--- src/rtl/load_unit_pkg.sv ---
// Shared types and helpers for the load unit.
// LOAD_MISALIGN_TRAP_EN adds the FAULT state.
package load_unit_pkg;

  typedef enum logic [2:0] {
    LB, LH, LW, LD, LBU, LHU, LWU
  } load_ctrl_e;

  typedef enum logic [2:0] {
    S_IDLE,
    S_REQ,
    S_WAIT,
`ifdef LOAD_MISALIGN_TRAP_EN
    S_FAULT,
`endif
    S_WB
  } state_e;

  localparam logic [2:0] F3_LB  = 3'd0;
  localparam logic [2:0] F3_LH  = 3'd1;
  localparam logic [2:0] F3_LW  = 3'd2;
  localparam logic [2:0] F3_LD  = 3'd3;
  localparam logic [2:0] F3_LBU = 3'd4;
  localparam logic [2:0] F3_LHU = 3'd5;
  localparam logic [2:0] F3_LWU = 3'd6;

  // Doubling the word makes an offset shift wrap inside it.
  function automatic logic [63:0] extend_lane(
    input logic [63:0] data,
    input logic [2:0]  offset,
    input load_ctrl_e  ctrl,
    input logic        is64
  );
    logic [2:0]   off;
    logic [127:0] dbl;
    logic [127:0] sh;
    logic [63:0]  r;
    logic [63:0]  res;
    off = is64 ? offset : {1'b0, offset[1:0]};
    dbl = is64 ? {data, data}
               : {64'd0, data[31:0], data[31:0]};
    sh  = dbl >> {off, 3'b000};
    r   = sh[63:0];
    case (ctrl)
      LH:      res = {{48{r[15]}}, r[15:0]};
      LW:      res = {{32{r[31]}}, r[31:0]};
      LD:      res = r;
      LBU:     res = {56'd0, r[7:0]};
      LHU:     res = {48'd0, r[15:0]};
      LWU:     res = {32'd0, r[31:0]};
      default: res = {{56{r[7]}}, r[7:0]};
    endcase
    return res;
  endfunction

endpackage

--- src/rtl/load_decode.sv ---
// Combinational load decoder: instruction bits [31:7]
// to rd, rs1 index, immediate and load control.
module load_decode
  import load_unit_pkg::*;
#(
  parameter int XLEN = 32
) (
  input  logic [24:0] instruction_code_i,
  output logic [4:0]  rd_o,
  output logic [4:0]  rs1_o,
  output logic [11:0] imm_o,
  output load_ctrl_e  ctrl_o
);

  logic [2:0] f3;

  assign rd_o  = instruction_code_i[4:0];
  assign f3    = instruction_code_i[7:5];
  assign rs1_o = instruction_code_i[12:8];
  assign imm_o = instruction_code_i[24:13];

  always_comb begin
    ctrl_o = LB;
    unique case (1'b1)
      (f3 == F3_LH):  ctrl_o = LH;
      (f3 == F3_LW):  ctrl_o = LW;
      (f3 == F3_LBU): ctrl_o = LBU;
      (f3 == F3_LHU): ctrl_o = LHU;
      (XLEN == 64 && f3 == F3_LD):  ctrl_o = LD;
      (XLEN == 64 && f3 == F3_LWU): ctrl_o = LWU;
      default:        ctrl_o = LB;
    endcase
  end

endmodule

--- src/rtl/load_unit.sv ---
// Sequential load unit: decode, request, align, writeback.
// LOAD_MISALIGN_TRAP_EN traps misaligned accesses.
module load_unit
  import load_unit_pkg::*;
#(
  parameter int XLEN   = 32,
  parameter int ADDR_W = 32
) (
  input  logic              clk,
  input  logic              rst_n,
  input  logic              inst_valid,
  output logic              inst_ready,
  input  logic [24:0]       instruction_code,
  input  logic [XLEN-1:0]   rs1_data,
  output logic              mem_req_valid,
  input  logic              mem_req_ready,
  output logic [ADDR_W-1:0] mem_req_addr,
  input  logic              mem_rsp_valid,
  input  logic [XLEN-1:0]   mem_rsp_data,
  output logic              wb_valid,
  input  logic              wb_ready,
  output logic [4:0]        wb_rd,
  output logic [XLEN-1:0]   wb_data
`ifdef LOAD_MISALIGN_TRAP_EN
  ,
  output logic              misalign_valid,
  output logic [ADDR_W-1:0] misalign_addr
`endif
);

  localparam int OFF_W = $clog2(XLEN / 8);

  state_e            state_q, state_d;
  logic [4:0]        rd_q, wb_rd_q;
  load_ctrl_e        ctrl_q;
  logic [ADDR_W-1:0] ea_q, ea_d;
  logic [XLEN-1:0]   wb_data_q;

  logic [4:0]        dec_rd;
  logic [4:0]        dec_rs1;
  logic [11:0]       dec_imm;
  load_ctrl_e        dec_ctrl;
  logic [XLEN-1:0]   sum;
  logic [63:0]       rsp64;
  logic [2:0]        off3;
  logic [63:0]       lane;
  logic              accept;
  logic              mis;

  load_decode #(.XLEN(XLEN)) u_dec (
    .instruction_code_i(instruction_code),
    .rd_o              (dec_rd),
    .rs1_o             (dec_rs1),
    .imm_o             (dec_imm),
    .ctrl_o            (dec_ctrl)
  );

  assign sum    = rs1_data + {{(XLEN-12){dec_imm[11]}}, dec_imm};
  assign ea_d   = sum[ADDR_W-1:0];
  assign accept = (state_q == S_IDLE) && inst_valid;

`ifdef LOAD_MISALIGN_TRAP_EN
  always_comb begin
    mis = 1'b0;
    case (dec_ctrl)
      LH, LHU: mis = ea_d[0];
      LW, LWU: mis = |ea_d[1:0];
      LD:      mis = |ea_d[2:0];
      default: mis = 1'b0;
    endcase
  end
`else
  assign mis = 1'b0;
`endif

  always_comb begin
    rsp64 = '0;
    rsp64[XLEN-1:0] = mem_rsp_data;
    off3 = '0;
    off3[OFF_W-1:0] = ea_q[OFF_W-1:0];
    lane = extend_lane(rsp64, off3, ctrl_q, XLEN == 64);
  end

  always_comb begin
    state_d = state_q;
    unique case (state_q)
      S_IDLE: if (inst_valid)
                state_d = mis ? state_e'(S_IDLE + 3'd0) : S_REQ;
      S_REQ:  if (mem_req_ready) state_d = S_WAIT;
      S_WAIT: if (mem_rsp_valid) state_d = S_WB;
      S_WB:   if (wb_ready) state_d = S_IDLE;
`ifdef LOAD_MISALIGN_TRAP_EN
      S_FAULT: if (wb_ready) state_d = S_IDLE;
`endif
      default: state_d = S_IDLE;
    endcase
`ifdef LOAD_MISALIGN_TRAP_EN
    if (accept && mis) state_d = S_FAULT;
`endif
  end

  always_ff @(posedge clk or negedge rst_n) begin
    if (!rst_n) begin
      state_q <= S_IDLE;
    end else begin
      state_q <= state_d;
    end
  end

  always_ff @(posedge clk or negedge rst_n) begin
    if (!rst_n) begin
      rd_q      <= '0;
      ctrl_q    <= LB;
      ea_q      <= '0;
      wb_rd_q   <= '0;
      wb_data_q <= '0;
    end else begin
      if (accept) begin
        rd_q   <= dec_rd;
        ctrl_q <= dec_ctrl;
        ea_q   <= ea_d;
      end
      if (state_q == S_WAIT && mem_rsp_valid) begin
        wb_rd_q   <= rd_q;
        wb_data_q <= lane[XLEN-1:0];
      end
    end
  end

  assign inst_ready    = (state_q == S_IDLE);
  assign mem_req_valid = (state_q == S_REQ);
  assign mem_req_addr  = {ea_q[ADDR_W-1:OFF_W], {OFF_W{1'b0}}};
  assign wb_valid      = (state_q == S_WB);
  assign wb_rd         = wb_rd_q;
  assign wb_data       = wb_data_q;

`ifdef LOAD_MISALIGN_TRAP_EN
  assign misalign_valid = (state_q == S_FAULT);
  assign misalign_addr  = misalign_valid ? ea_q : '0;
`endif

endmodule

--- config.mk ---
export PLATFORM = sky130hd
export DESIGN_NAME = load_unit
export DESIGN_NICKNAME = d
export VERILOG_FILES = /design/src/rtl/load_unit_pkg.sv /design/src/rtl/load_decode.sv /design/src/rtl/load_unit.sv
export SDC_FILE = /design/constraint.sdc
export NUM_CORES = 1
export LEC_CHECK = 0
export ABC_AREA = 1
export CAP_MARGIN = 20
export CORE_ASPECT_RATIO = 0.5
export CORE_MARGIN = 2
export CORE_UTILIZATION = 40
export CTS_BUF_LIST = sky130_fd_sc_hd__clkbuf_8
export CTS_CLUSTER_SIZE = 25
export DETAILED_ROUTE_END_ITERATION = 6
export PLACE_DENSITY_LB_ADDON = 0.25
export SYNTH_ARGS = -nofsm -noshare
export SYNTH_HDL_FRONTEND = slang
export SYNTH_HIERARCHICAL = 1
export SYNTH_SLANG_ARGS = --single-unit
--- constraint.sdc ---
create_clock -name clk -period 2.2 [get_ports clk]
set_input_delay 0.44 -clock clk [delete_from_list [all_inputs] [get_ports clk]]
set_output_delay 0.44 -clock clk [all_outputs]
set_load 0.05 [all_outputs]
After elaboration in Yosys (flattened, before gate mapping)
Index checks and enable logic that the tools add are counted.
{ "op_classes": {"add_sub_neg": 1, "eq_ne": 17, "shifts": 1, "mux": 7, "reduce_logical": 4} }
{ "op_table": {"columns": ["op", "count"], "rows": [
  ["$pmux 32 s6", 1],
  ["$shr 64x5->32", 1],
  ["$add 32x32->32", 1],
  ["$pmux 3 s4", 2],
  ["$eq 3x2->1 const B", 5],
  ["$eq 3x3->1 const B", 5],
  ["$mux 3", 4],
  ["$eq 3x1->1 const B", 3],
  ["$ne 2x1->1 const B", 2],
  ["$ne 2x2->1 const B", 2],
  ["$reduce_and 4->1", 1],
  ["$logic_not 3->1", 1],
  ["$logic_and 1x1->1", 2]
]} }
{ "totals": {"register_bits": 80, "input_bits": 95, "output_inout_bits": 72, "wordCells": 36} }

Longest topological paths before layout
Gate-level depths: netlist of run 1.
{ "depth": {"depth_word": 3, "mapped_depth": 13, "depth_no_buf": 12} }

By module
The synthesis of run 1 kept the hierarchy.
{ "modules_own_cells": {"columns": ["mod", "instances", "cells_per_inst", "area_per_inst_um2", "seq_area_each_um2"], "rows": [
  ["load_unit", 1, 977, 6452.4, 1976.9],
  ["load_decode", 1, 28, 187.7, 0.0]
]} }

Worst setup path before layout of run 1
OpenSTA, ideal clock, no wires.
{ "synth_path": {"kind": "input to register", "start": "in instruction_code[13]", "end": "reg ea_q[28]", "setup_ns": 0.118, "arrival_ns": 1.861, "t_required_ns": 2.082, "path_slack_ns": 0.221, "stages": 11, "path_buffers": 1, "cell_sequence": "buf_4 -> ha_1 -> fa_1 -> nand3_1 -> nand3_1 -> nand3_1 -> nand3_1 -> nand2_1 -> nand3_1 -> nand3_1 -> nand2_1"} }
{ "synth_via": {"elab_chain_len": 1} }
{ "synth_lines": {"columns": ["element", "line_no", "text"], "rows": [
  ["start: declaration", "load_unit.sv:13", "input logic [24:0] instruction_code,"],
  ["$add 32x32->32", "load_unit.sv:58", "assign sum = rs1_data + {{(XLEN-12){dec_imm[11]}}, dec_imm};"],
  ["end signal: assignment", "load_unit.sv:114", "ea_q <= '0;"],
  ["end signal: assignment", "load_unit.sv:121", "ea_q <= ea_d;"],
  ["end: declaration", "load_unit.sv:36", "logic [ADDR_W-1:0] ea_q, ea_d;"]
]} }
Every way passes these cells.
A chain may end at the register's enable or synchronous reset.

Worst setup path after layout of run 1
{ "layout_path": {"start": "in instruction_code[18]", "end": "reg ea_q[27]"} }
Same word-level chain as after synthesis.

==> results of run 1 <==
==> through the flow <==
step	setup slack, ns	TNS, ns
floorplan	0.2209	0
global placement	-0.2862	-5.104
detailed placement	-0.3129	-5.712
CTS	0.08313	0
global route	0.03212	0
finish	0.1652	0
==> placed cells by master (no fill, tap or decap), drive strengths merged, types with 2 or more instances in the layout <==
cell and count:
dfrtp 79, mux2i 5, ha 35, o21a 2
nand2 368, conb 2, a21oi 33, inv 136
clkinv 2, nand3 51, buf 57, nor3 3
o2111ai 2, nand3b 4, o211ai 17, o21ai 63
nand4 3, clkdlybuf4s50 154, xnor2 14, o21bai 5
or2 2, a31oi 16, nor2 78, clkbuf 11
bufinv 2
==> worst min-delay path by stage <==
stage                         from        end  slack, ns  cells after the start
after global routing         rst_n    rd_q[0]       0.15                      1
after floorplan              rst_n  ctrl_q[0]       0.14                      0
after detailed placement  ea_q[30]   ea_q[30]       0.47                      2
after global placement    ea_q[23]   ea_q[23]       0.47                      2
after CTS                    rst_n    rd_q[0]       0.13                      1
final                        rst_n    rd_q[0]       0.12                      1
==> flip-flops by register name, summed over array words and instances, names as in the netlist <==
| signal | flops |
|---|---|
| wb_data | 32 |
| wb_rd | 5 |
| ctrl_q | 3 |
| state_q | 2 |
| rd_q | 5 |
| ea_q | 32 |
==> power by group <==
group	internal, mW	switching, mW
Clock	0.666	0.552
Combinational	2.43	4.67
Sequential	2.18	0.446
==> cell type report <==
type,count,area share [%]
diodes,1,0.02871
clock buffers,10,1.579
clock inverters,5,0.9332
inverters,136,5.944
multi-input cells,708,41.72
flip-flops and latches,79,22.68
well taps,227,3.259
repair buffers,214,23.85
==> critical path, stage by stage <==
cell and delay (ns):
sky130_fd_sc_hd__clkdlybuf4s50_1 0.41, sky130_fd_sc_hd__ha_1 0.37, sky130_fd_sc_hd__nand2_1 0.13, sky130_fd_sc_hd__nor2_1 0.18, sky130_fd_sc_hd__nand3_1 0.10, sky130_fd_sc_hd__nand3b_1 0.22
sky130_fd_sc_hd__nand2_1 0.11, sky130_fd_sc_hd__nand2_1 0.08, sky130_fd_sc_hd__nand2_1 0.04, sky130_fd_sc_hd__nand3_1 0.13, sky130_fd_sc_hd__nand2_1 0.06
==> timing repair <==
item / in CTS / in global routing
cloned: 0 / 1
setup buffers: 0 / 0
setup endpoints to repair: 1 / 14
pin swaps: 0 / 1
gates resized for setup: 1 / 14
==> routing by layer <==
metal	vias to the layer above	share of wire (%)
li1	3403	-
met1	3025	48
met2	185	46
met3	12	5.7
met4	0	0.71
met5	-	0
==> reports/qor.json, run 1 <==
{
  "coreArea": {"value": 16270, "unit": "um^2"},
  "timing.setup.critical_path_class": {"value": "in -> reg"},
  "detail_routed_via_count_per_cell": {"value": 4.801},
  "regToRegSetupSlack": {"value": 0.30, "unit": "ns"},
  "postPlaceCellArea": {"value": 8403, "unit": "um^2"},
  "area_growth": {"value": 31.99, "unit": "%"},
  "post-place-cells": {"value": 1363},
  "beginning_of_the_critical_path": {"value": "instruction_code[18]"},
  "power-per-cell-area": {"value": 1255, "unit": "nW/um^2"},
  "start_kind": {"value": "input pin"},
  "max-cap-violations": {"value": 0},
  "grt_remaining_overflow": {"value": 0},
  "cp-end-kind": {"value": "register"},
  "rsz0062_at_grt": {"value": "false"},
  "finalNetCount": {"value": 1279},
  "worst_setup_path_endpoint": {"value": "ea_q[27]"},
  "highest_net_fanout_along_the_worst_path": {"value": 4},
  "postRouteWirelength": {"value": 18.68, "unit": "mm"},
  "remaining_drc_errors": {"value": 0},
  "finalPower": {"value": 10.94, "unit": "mW"},
  "detailedRoute.firstPassIterationCount": {"value": 4},
  "grt_util_all_layers": {"value": 21.11, "unit": "%"},
  "drv_slew": {"value": 0},
  "die_y": {"value": 94.85, "unit": "um"},
  "fin_crit": {"value": 2.035, "unit": "ns"},
  "maxSlewHeadroom": {"value": 54.71, "unit": "%"},
  "multi_input_area": {"value": 3636, "unit": "um^2"},
  "half_perimeter_wire_length_after_detailed_placement": {"value": 14.57, "unit": "mm"},
  "globalRoute.busiestLayer": {"value": "met2"},
  "route.vias.total": {"value": 6625},
  "place_congestion": {"value": 0.9132},
  "synth.yosys.warnings": {"value": 6},
  "final_min_period_over_clock_period": {"value": 92.49, "unit": "%"},
  "die_area": {"value": 17610, "unit": "um^2"},
  "globalRouteMet1Util": {"value": 28.93, "unit": "%"},
  "antenna_found_initial": {"value": 0},
  "fmax": {"value": 491.4, "unit": "MHz"},
  "final_design_area_no_fill": {"value": 8715, "unit": "um^2"},
  "hold_viol_final": {"value": 0},
  "syn-cell-area": {"value": 6603, "unit": "um^2"},
  "clkSinkCount": {"value": 79},
  "clock_tree_from_tritoncts": {"value": "yes"},
  "cp.arrival": {"value": 2.28, "unit": "ns"},
  "finalCoreUtilization": {"value": 53.57, "unit": "%"},
  "cp_data_required_time": {"value": 2.45, "unit": "ns"},
  "layoutNonFillerInstCount": {"value": 1380},
  "synth.avg_cell_area": {"value": 6.603, "unit": "um^2"},
  "timing.rr.start": {"value": "ea_q[0]"},
  "final_layout_size_suffix_gt1_share": {"value": 9.549, "unit": "%"},
  "io-pin-count": {"value": 167},
  "grt_util_met3": {"value": 3.664, "unit": "%"},
  "tightest_slew": {"value": 0.6793, "unit": "ns"},
  "filler_cell_count": {"value": 1604},
  "rows": {"value": 33},
  "largest_net_degree_at_the_start_of_global_routing": {"value": 51},
  "floorplan.die.width": {"value": 185.7, "unit": "um"},
  "worst-r2r-cell-count": {"value": 5},
  "cts_root_buf": {"value": "sky130_fd_sc_hd__clkbuf_8"},
  "insertion_delay": {"value": 0.36, "unit": "ns"},
  "hold_buffers": {"value": 0},
  "post_drt_wl_per_cell": {"value": 13.54, "unit": "um"},
  "wire_length_of_the_first_global_routing_pass": {"value": 29.21, "unit": "mm"},
  "hold_ws": {"value": 0.1188, "unit": "ns"},
  "power.ir.vdd_worst": {"value": 0.0005018, "unit": "V"},
  "syn_inst": {"value": 1000},
  "area.sequential": {"value": 1977, "unit": "um^2"},
  "setup_violations": {"value": 0},
  "r2r_end": {"value": "wb_data[27]"},
  "initial_utilization": {"value": 40.59, "unit": "%"},
  "status": {"value": "finished clean"},
  "timing.clock.skew": {"value": 0.009152, "unit": "ns"},
  "dr.first_iter.drc_count": {"value": 298},
  "cts.reportedPaths.clkPinSlew": {"value": 0.08, "unit": "ns"},
  "p_leak": {"value": 4.424, "unit": "nW"},
  "first_global_vias": {"value": 6037},
  "cts_max_level": {"value": 3},
  "drtAntennaViolNets": {"value": 0},
  "cts_buffer_depth": {"value": 2},
  "globalRouteMet2Util": {"value": 35.29, "unit": "%"},
  "io_buffer_count": {"value": 159},
  "cts_made_buffers": {"value": 9},
  "holdCritPathClass": {"value": "in -> async"}
}
Note: power is estimated with default switching activity, not from simulation.
==> run 2, diff against run 1 <==
--- a/config.mk
+++ b/config.mk
@@ -9,7 +9,7 @@
 export CAP_MARGIN = 20
 export CORE_ASPECT_RATIO = 0.5
 export CORE_MARGIN = 2
-export CORE_UTILIZATION = 40
+export CORE_UTILIZATION = 30
 export CTS_BUF_LIST = sky130_fd_sc_hd__clkbuf_8
 export CTS_CLUSTER_SIZE = 25
 export DETAILED_ROUTE_END_ITERATION = 6
==> run 2 against run 1 <==
Net effect:
- core utilization down 13 points
- critical path depth down 10
- power about the same
- largest cell class unchanged
- register-to-register slack better by 0.13 ns
- combinational power about the same
- global-route usage down 4.4 points
==> reports/qor.json, run 2 (same netlist as run 1, synthesis figures left out) <==
{
  "post-cts-setup-buffers": {"value": 0, "change": "unchanged"},
  "highest_net_fanout_along_the_worst_path": {"value": 2, "change": "-2"},
  "layout_commonest_cell": {"value": "sky130_fd_sc_hd__nand2_1"},
  "start_kind": {"value": "register"},
  "clkSinkCount": {"value": 79, "change": "unchanged"},
  "layout.cells.most_common_list": {"value": "sky130_fd_sc_hd__nand2_1 (355), sky130_fd_sc_hd__clkdlybuf4s50_1 (154), sky130_fd_sc_hd__inv_1 (132)"},
  "place_congestion": {"value": 0.9207, "change": "+0.82%"},
  "antenna_found_initial": {"value": 0, "change": "unchanged"},
  "fin_crit": {"value": 2.027, "unit": "ns", "change": "-0.008146 ns"},
  "io_buffer_count": {"value": 159, "change": "unchanged"},
  "cts.reportedPaths.clkPinSlew": {"value": 0.09, "unit": "ns", "change": "about the same"},
  "cts_max_level": {"value": 3, "change": "unchanged"},
  "grt_util_all_layers": {"value": 16.73, "unit": "%", "change": "-4.4 points"},
  "tightest_slew": {"value": 0.5744, "unit": "ns", "change": "-0.1050 ns"},
  "setup_violations": {"value": 0, "change": "unchanged"},
  "largest_net_degree_at_the_start_of_global_routing": {"value": 45, "change": "-12%"},
  "drtAntennaViolNets": {"value": 0, "change": "unchanged"},
  "initial_utilization": {"value": 30.52, "unit": "%", "change": "-10 points"},
  "post_drt_wl_per_cell": {"value": 13.30, "unit": "um", "change": "-1.7%"},
  "dp_slack": {"value": -0.3355, "unit": "ns", "change": "-0.02261 ns"},
  "cts_buffer_depth": {"value": 2, "change": "unchanged"},
  "crit_buf_inv": {"value": 1, "change": "unchanged"},
  "dr.first_iter.drc_count": {"value": 409, "change": "+37%"},
  "hold_viol_final": {"value": 0, "change": "unchanged"},
  "wire_length_of_the_first_global_routing_pass": {"value": 30.75, "unit": "mm", "change": "+5.3%"},
  "holdCritPathClass": {"value": "in -> async"},
  "hold_buffers": {"value": 0, "change": "unchanged"},
  "crit_slowest_cell": {"value": "sky130_fd_sc_hd__clkdlybuf4s50_1"},
  "postRouteWirelength": {"value": 19.36, "unit": "mm", "change": "+3.6%"},
  "first_global_vias": {"value": 6215, "change": "+2.9%"},
  "half_perimeter_wire_length_after_detailed_placement": {"value": 15.44, "unit": "mm", "change": "+5.9%"},
  "drv_slew": {"value": 0, "change": "unchanged"},
  "crit_family": {"value": "buffers and inverters"},
  "floorplan.die.width": {"value": 213.8, "unit": "um", "change": "+15%"},
  "die_area": {"value": 23280, "unit": "um^2", "change": "+32%"},
  "final_design_area_no_fill": {"value": 8812, "unit": "um^2", "change": "+1.1%"},
  "finalNetCount": {"value": 1281, "change": "+0.16%"},
  "p_leak": {"value": 4.430, "unit": "nW", "change": "+0.15%"},
  "maxSlewHeadroom": {"value": 61.59, "unit": "%", "change": "+6.9 points"},
  "postPlaceCellArea": {"value": 8509, "unit": "um^2", "change": "+1.3%"},
  "finalPower": {"value": 10.93, "unit": "mW", "change": "about the same"},
  "clock_tree_from_tritoncts": {"value": "yes"},
  "coreArea": {"value": 21630, "unit": "um^2", "change": "+33%"},
  "layout_setup_ws": {"value": 0.1733, "unit": "ns", "change": "+0.008146 ns"},
  "detailedRoute.firstPassIterationCount": {"value": 5, "change": "+1"},
  "max-cap-violations": {"value": 0, "change": "unchanged"},
  "cp_data_required_time": {"value": 1.76, "unit": "ns", "change": "-0.69 ns"},
  "route.vias.total": {"value": 6518, "change": "-1.6%"},
  "final_layout_size_suffix_gt1_share": {"value": 10.65, "unit": "%", "change": "+1.1 points"},
  "area_growth": {"value": 33.47, "unit": "%"},
  "final_min_period_over_clock_period": {"value": 92.12, "unit": "%", "change": "-0.37 points"},
  "tns": {"value": 0, "unit": "ns", "change": "unchanged"},
  "antenna_cells_inserted": {"value": 0, "change": "-1"},
  "remaining_drc_errors": {"value": 0, "change": "unchanged"},
  "io-pin-count": {"value": 167, "change": "unchanged"},
  "cts_made_buffers": {"value": 9, "change": "unchanged"},
  "detail_routed_via_count_per_cell": {"value": 4.480, "change": "-6.7%"},
  "grt_remaining_overflow": {"value": 0, "change": "unchanged"},
  "timing.setup.critical_path_class": {"value": "reg -> out"},
  "cp.arrival": {"value": 1.59, "unit": "ns", "change": "-0.69 ns"},
  "power-per-cell-area": {"value": 1240, "unit": "nW/um^2", "change": "-1.2%"},
  "fmax": {"value": 493.4, "unit": "MHz", "change": "+0.40%"},
  "rows": {"value": 38, "change": "+15%"},
  "cts_root_buf": {"value": "sky130_fd_sc_hd__clkbuf_8"},
  "insertion_delay": {"value": 0.36, "unit": "ns", "change": "about the same"},
  "crit_path_max_incr_delay": {"value": 0.84, "unit": "ns", "change": "+0.43 ns"},
  "cp-end-kind": {"value": "output pin"},
  "power.ir.vdd_worst": {"value": 0.0005228, "unit": "V", "change": "+4.2%"},
  "timing.clock.skew": {"value": 0.009326, "unit": "ns", "change": "+0.0001737 ns"},
  "die_y": {"value": 108.9, "unit": "um", "change": "+15%"},
  "cp_cell_sequence": {"value": "clkdlybuf4s50_1"},
  "rsz0062_at_grt": {"value": "false"},
  "status": {"value": "finished clean"}
}
[run 2: changes by cell type in the layout (fill, tap and decap cells not counted), moves of 4 or more]
cell                      before  now
sky130_fd_sc_hd__nand2_1     360  355
sky130_fd_sc_hd__nand2_2       6   11
sky130_fd_sc_hd__a21oi_1      30   26
sky130_fd_sc_hd__a21oi_2       3    7
sky130_fd_sc_hd__nor2_1       74   70
sky130_fd_sc_hd__nor2_2        4    8
[run 2: through the flow]
| stage | cells | hold slack, ns | utilization, % |
|---|---|---|---|
| 2_1_floorplan | 1001 | 0.1444 | - |
| 3_5_place_dp | 1438 | 0.4499 | 39.33 |
| 6_report | 1455 | 0.02554 | 40.73 |
| 4_1_cts | 1454 | 0.04126 | 40.31 |
| 3_3_place_gp | 1438 | 0.4445 | 39.33 |
| 5_1_grt | 1455 | 0.04655 | 40.73 |
[run 2: routing by layer]
| layer | vias up | share of wire, % | track usage (%) | wire length [um] |
|---|---|---|---|---|
| met5 | - | 0 | 0 | 0 |
| met4 | 0 | 1.5 | 3.919 | 294 |
| met3 | 20 | 4.0 | 2.707 | 776 |
| met2 | 130 | 46 | 28.06 | 8872 |
| met1 | 2963 | 49 | 22.68 | 9412 |
| li1 | 3405 | - | - | - |
[run 2: area by class of cell]
type	instances	area, um^2
Inverter	136	518.0
Fill cell	2318	12820
Clock inverter	6	75.07
Tap cell	300	375.4
Multi-Input combinational cell	708	3636
Sequential cell	79	1977
Clock buffer	10	137.6
Timing Repair Buffer	216	2093
[run 2: final timing paths]
kind                            startpoint          end  slack [ns]  cells after the start
max in group asynchronous            rst_n  wb_data[16]        1.51                      2
min in group clk                  ea_q[25]     ea_q[25]        0.49                      2
worst max register to register     ea_q[0]  wb_data[17]        0.43                      6
worst min register to register    ea_q[25]     ea_q[25]        0.49                      2
worst max-delay path            wb_data[9]   wb_data[9]        0.17                      1
worst min-delay path                 rst_n   wb_data[4]        0.03                      1
[run 2: repair_timing]
action,in CTS,in global routing
gates cloned,0,1
endpoints found under the setup margin,1,13
gates resized for setup,1,23
[run 2: where the power goes]
group          internal, mW  switching [mW]
clock network         0.576           0.606
registers              2.18           0.463
logic                  2.43            4.68
